## src/rtl/fc_layer_sequencer.sv

```systemverilog
// Runs one fully connected layer by time-sharing a single external dot-product unit
// across all neurons, with a start/busy/done handshake and a per-neuron watchdog.
module fc_layer_sequencer #(
  parameter int VLEN    = 1,
  parameter int NEURONS = 1,
  parameter int TIMEOUT = 1024
) (
  input  logic                          clk,
  input  logic                          rst_n,
  input  logic                          start,
  input  logic [32*VLEN-1:0]            in_vec,
  input  logic [32*VLEN*NEURONS-1:0]    weights,
  output logic [32*VLEN-1:0]            dp_a,
  output logic [32*VLEN-1:0]            dp_b,
  input  logic [31:0]                   dp_result,
  input  logic                          dp_done,
  output logic [32*NEURONS-1:0]         results,
  output logic                          busy,
  output logic                          done,
  output logic                          error,
  output logic [$clog2(NEURONS):0]      err_idx
);

  localparam int VW = 32 * VLEN;
  localparam int NW = $clog2(NEURONS) + 1;
  localparam int CW = $clog2(TIMEOUT) + 1;
  localparam logic [31:0] QNAN = 32'h7FC0_0000;

  typedef enum logic [2:0] {
    S_IDLE, S_FLUSH, S_LOAD, S_ARM, S_WAIT, S_NEXT, S_FINISH
  } state_t;

  state_t          state_reg, state_next;
  logic [VW-1:0]   dp_a_reg, dp_b_reg, row_sel;
  logic [NW-1:0]   n_reg, err_idx_reg;
  logic [CW-1:0]   wait_cnt_reg, wait_inc;
  logic            busy_reg, done_reg, error_reg;
  logic            wait_hit, last_neuron;

  assign wait_inc    = wait_cnt_reg + 1'b1;
  assign wait_hit    = (wait_inc == CW'(TIMEOUT));
  assign last_neuron = (n_reg == NW'(NEURONS - 1));

  always_comb begin
    row_sel = '0;
    for (int i = 0; i < NEURONS; i++) begin
      if (n_reg == NW'(i)) row_sel = weights[VW*i +: VW];
    end
  end

  always_ff @(posedge clk or negedge rst_n) begin
    if (!rst_n) state_reg <= S_IDLE;
    else        state_reg <= state_next;
  end

  always_comb begin
    state_next = state_reg;
    case (state_reg)
      S_IDLE:   if (start) state_next = S_FLUSH;
      S_FLUSH:  state_next = S_LOAD;
      S_LOAD:   state_next = S_ARM;
      S_ARM:    state_next = S_WAIT;
      S_WAIT:   if (dp_done || wait_hit) state_next = S_NEXT;
      S_NEXT:   state_next = last_neuron ? S_FINISH : S_FLUSH;
      S_FINISH: state_next = S_IDLE;
      default:  state_next = S_IDLE;
    endcase
  end

  // Registers take the value belonging to the state being entered, so dp_b reads
  // zero throughout FLUSH and the weight row throughout LOAD/ARM/WAIT.
  // dp_a doubles as the latched copy of in_vec for the whole run.
  always_ff @(posedge clk or negedge rst_n) begin
    if (!rst_n) begin
      dp_a_reg     <= '0;
      dp_b_reg     <= '0;
      n_reg        <= '0;
      wait_cnt_reg <= '0;
      busy_reg     <= 1'b0;
      done_reg     <= 1'b0;
      error_reg    <= 1'b0;
      err_idx_reg  <= '0;
    end else begin
      case (state_reg)
        S_IDLE: begin
          if (start) begin
            dp_a_reg  <= in_vec;
            dp_b_reg  <= '0;
            n_reg     <= '0;
            error_reg <= 1'b0;
            busy_reg  <= 1'b1;
          end
        end
        S_FLUSH: begin
          dp_b_reg     <= row_sel;
          wait_cnt_reg <= '0;
        end
        S_WAIT: begin
          wait_cnt_reg <= wait_inc;
          if (!dp_done && wait_hit) begin
            error_reg   <= 1'b1;
            err_idx_reg <= n_reg;
          end
        end
        S_NEXT: begin
          if (last_neuron) begin
            done_reg <= 1'b1;
            busy_reg <= 1'b0;
          end else begin
            n_reg    <= n_reg + 1'b1;
            dp_b_reg <= '0;
          end
        end
        S_FINISH: done_reg <= 1'b0;
        default: ;
      endcase
    end
  end

  for (genvar gi = 0; gi < NEURONS; gi++) begin : g_result
    logic [31:0] res_reg;
    always_ff @(posedge clk or negedge rst_n) begin
      if (!rst_n) begin
        res_reg <= '0;
      end else if (state_reg == S_WAIT && n_reg == NW'(gi)) begin
        if (dp_done)       res_reg <= dp_result;
        else if (wait_hit) res_reg <= QNAN;
      end
    end
    assign results[32*gi +: 32] = res_reg;
  end

  assign dp_a    = dp_a_reg;
  assign dp_b    = dp_b_reg;
  assign busy    = busy_reg;
  assign done    = done_reg;
  assign error   = error_reg;
  assign err_idx = err_idx_reg;

endmodule

```

## config.mk

```make
export PLATFORM = sky130hd
export DESIGN_NAME = fc_layer_sequencer
export DESIGN_NICKNAME = d
export VERILOG_FILES = /design/src/rtl/fc_layer_sequencer.sv
export SDC_FILE = /design/constraint.sdc
export NUM_CORES = 1
export LEC_CHECK = 0
export ABC_AREA = 1
export CORE_ASPECT_RATIO = 0.9
export CORE_UTILIZATION = 38
export DETAILED_ROUTE_END_ITERATION = 12
export PLACE_DENSITY = 0.76
export RECOVER_POWER = 100
export SYNTH_ARGS = -nofsm -noshare
export SYNTH_HDL_FRONTEND = slang
export SYNTH_SLANG_ARGS = --single-unit
export TNS_END_PERCENT = 100
```

## constraint.sdc

```tcl
create_clock -name clk -period 1.8 [get_ports clk]
set_clock_uncertainty 0.15 [all_clocks]
set_input_delay 0.45 -clock clk [delete_from_list [all_inputs] [get_ports clk]]
set_output_delay 0.45 -clock clk [all_outputs]
set_load 0.005 [all_outputs]
```

==> flow_summary.json <==
{
  "cts.sinks": 113,
  "wirelength_um": 12900,
  "grt_pass1_vias": 4264,
  "multi_input_area_sq_mm": 0.00177,
  "antenna_cells": 0,
  "finalMaxSlewViolations": 0,
  "critPathTopFamily": "simple AND/OR/NAND/NOR gates",
  "synth.area.mux_share": 0,
  "syn-num-nets": 599,
  "dp_hpwl_um": 8880,
  "path_depth": 12,
  "power_density_mw_per_mm2": 1530,
  "end_kind": "register",
  "power.switching_mw": 3.89,
  "ir_worst_vdd_uv": 800,
  "drcViolationCount": 0,
  "seqCellArea_sq_mm": 0.00283,
  "layout.nets": 838,
  "synth-simple-area-share": 0.272,
  "switching_share": 0.328,
  "die_w_um": 119,
  "clock_path_buffers": 2,
  "ant_nets": 0,
  "finalHoldViolCount": 0,
  "antenna_found_initial": 0,
  "grt_max_degree": 65,
  "mostFrequentLayoutCells": "nand2_1 (190), dfrtp_1 (112), dlygate4sd2_1 (99), clkdlybuf4s50_1 (98), nand3_1 (34)",
  "finalSetupTns_ps": -2480,
  "critPathRequiredTime_ps": 1940,
  "p_clk_frac": 0.276,
  "syn_area_sq_mm": 0.00469,
  "num_vias": 4329,
  "grt_first_pass_wirelength_um": 20700,
  "cts_max_level": 4,
  "pwr-share-seq": 0.355,
  "crit_arrival_ps": 2050,
  "critPathMaxStageDelay_ps": 430,
  "cp_max_fo": 16,
  "worst_pin_slew_ps": 619,
  "ys_ff_latch": 113,
  "gr-total-overflow": 0,
  "layout_min_cycle_time_ps": 1910,
  "setup_slack_ps": -105,
  "fin_hold_ws_ps": 292,
  "syn_inst": 498,
  "cellLeakagePower_nw": 4.00,
  "synth_area_per_cell_sq_um": 9.43,
  "drive_gt1_frac": 0.169,
  "cts_buffers": 17,
  "crit_slowest_cell": "dfrtp_2",
  "synth-compound-area-share": 0.0770,
  "rsz0062_at_grt": "true",
  "yosysUniqueCellTypes": 28,
  "intPower_mw": 7.97,
  "first_pass_iters": 4,
  "cp-start-kind": "register",
  "die_y_um": 107,
  "track_usage": 0.205,
  "start_util": 0.390,
  "fp-row-count": 38,
  "path_clk_slew_ps": 50,
  "tritoncts": "built",
  "portBuffers": 198,
  "avgViaCountPerCell": 4.76,
  "clk_latency_ps": 400,
  "synth_xor_area_frac": 0,
  "dieArea_sq_mm": 0.0128,
  "io_pins": 200,
  "critPathKind": "register to register",
  "cp_common_cell": "nand2_1",
  "ys_warn_count": 0,
  "synthAdderAreaFrac": 0.00267,
  "max_freq_ghz": 0.525,
  "path_cells": "ha_4 > nand3_4 > inv_1 > nand2_1 > nand2_1 > nand2_2 > nand2_2 > nor2_4 > nand3_4 > buf_12 > nand3_1 > nand2_1",
  "rr_worst_depth": 12,
  "dr.first_iter.drc_count": 321,
  "failed_checks": "setup timing",
  "core_area_sq_mm": 0.0120,
  "worstHoldPathType": "input pin to async pin",
  "cap_violations": 0,
  "worst-path-buf-inv": 2,
  "area_growth_pct": 65.5,
  "gp_congestion": 0.844,
  "combinationalPowerShare": 0.370,
  "synth_top_family_by_area": "simple AND/OR/NAND/NOR gates",
  "wire_per_inst_um": 14.2,
  "setup_viol": 32,
  "root_buffer": "clkbuf_16",
  "final_common_cell": "nand2_1",
  "timing.final.crit_share": 1.06,
  "slew_headroom": 0.587,
  "synth-seq-area-share": 0.602,
  "fillCellCount": 1001,
  "status": "finished with violations"
}
[synthesized netlist by cell type (all sizes together)]
| cell type | instances | area share |
|---|---|---|
| ha | 1 | 0.0027 |
| buf | 8 | 0.012 |
| nor3 | 2 | 0.0045 |
| clkbuf | 16 | 0.013 |
| nand3b | 1 | 0.0016 |
| a21oi | 1 | 0.0011 |
| o21ai | 5 | 0.0053 |
| nand4 | 1 | 0.0013 |
| conb | 1 | 0.00080 |
| dfrtp | 113 | 0.60 |
| a22o | 32 | 0.060 |
| nand3 | 53 | 0.070 |
| or2 | 9 | 0.012 |
| and2 | 1 | 0.0013 |
| inv | 25 | 0.020 |
| o22ai | 7 | 0.0093 |
| o31ai | 1 | 0.0016 |
| nand2 | 201 | 0.16 |
| nor2 | 20 | 0.019 |
[metal layers]
metal,part of all wire,global-route usage,up-vias
met4,0.016,0.0778,0
met3,0.070,0.0609,17
met1,0.44,0.268,2039
li1,-,-,2102
met5,0,0,-
met2,0.48,0.321,171
[path summary, 6_finish.rpt]
check | start | endpoint | slack [ps]
setup / recovery | wait_cnt_reg[0] | results[23] | -110
hold / removal | rst_n | results[26] | 290
setup reg to reg | wait_cnt_reg[0] | results[23] | -110
hold reg to reg | dp_a[4] | dp_a[4] | 320
max in group asynchronous | rst_n | wait_cnt_reg[0] | 220
min in group clk | dp_a[4] | dp_a[4] | 320
[area by class of cell]
class / instances / share of cell area
sequential: 113 / 0.364
timing repair buffer: 244 / 0.294
multi-input combinational: 336 / 0.228
clock buffer: 18 / 0.0553
tap: 160 / 0.0258
clock inverter: 14 / 0.0201
inverter: 25 / 0.0121
[kinds of logic (layout without fill, tap and decap cells)]
logic type,count (synthesis),in the layout
other,1,1
buffers and inverters,49,301
DFF,113,113
and+or+nand+nor,288,288
adders and majority gates,1,1
AOI/OAI and AO/OA,46,46
[power by group through the flow]
stage | Clock, mW | Sequential [mW] | Combinational (mW)
after global placement | 0 | 4.25 | 4.63
after detailed placement | 0 | 4.25 | 4.80
after global routing | 3.47 | 4.36 | 4.87
after floorplan | 0 | 4.28 | 1.81
final | 3.27 | 4.21 | 4.39
after CTS | 3.34 | 4.20 | 4.42
[timing repair]
item                       4_1_cts  5_1_grt
resized for setup              103       25
buffers inserted                17        1
pin swaps                        0        3
cloned                           0        2
hold buffers                     1        0
hold endpoints to repair       113        0
setup endpoints to repair      132       36
[metrics by stage]
| step | instance area [sq um] | total power, mW | worst slack (ps) | util | instances |
|---|---|---|---|---|---|
| 6_report | 7770 | 11.9 | -105 | 0.646 | 910 |
| 5_1_grt | 7770 | 12.7 | -237 | 0.646 | 910 |
| 4_1_cts | 7670 | 12.0 | -113 | 0.637 | 907 |
| 3_5_place_dp | 7050 | 9.05 | -139 | 0.586 | 857 |
| 3_3_place_gp | 7050 | 8.88 | -77.1 | 0.586 | 857 |
| 2_1_floorplan | 4710 | 6.09 | 8.03 | - | 498 |
Power figures use the tool's default switching activity.
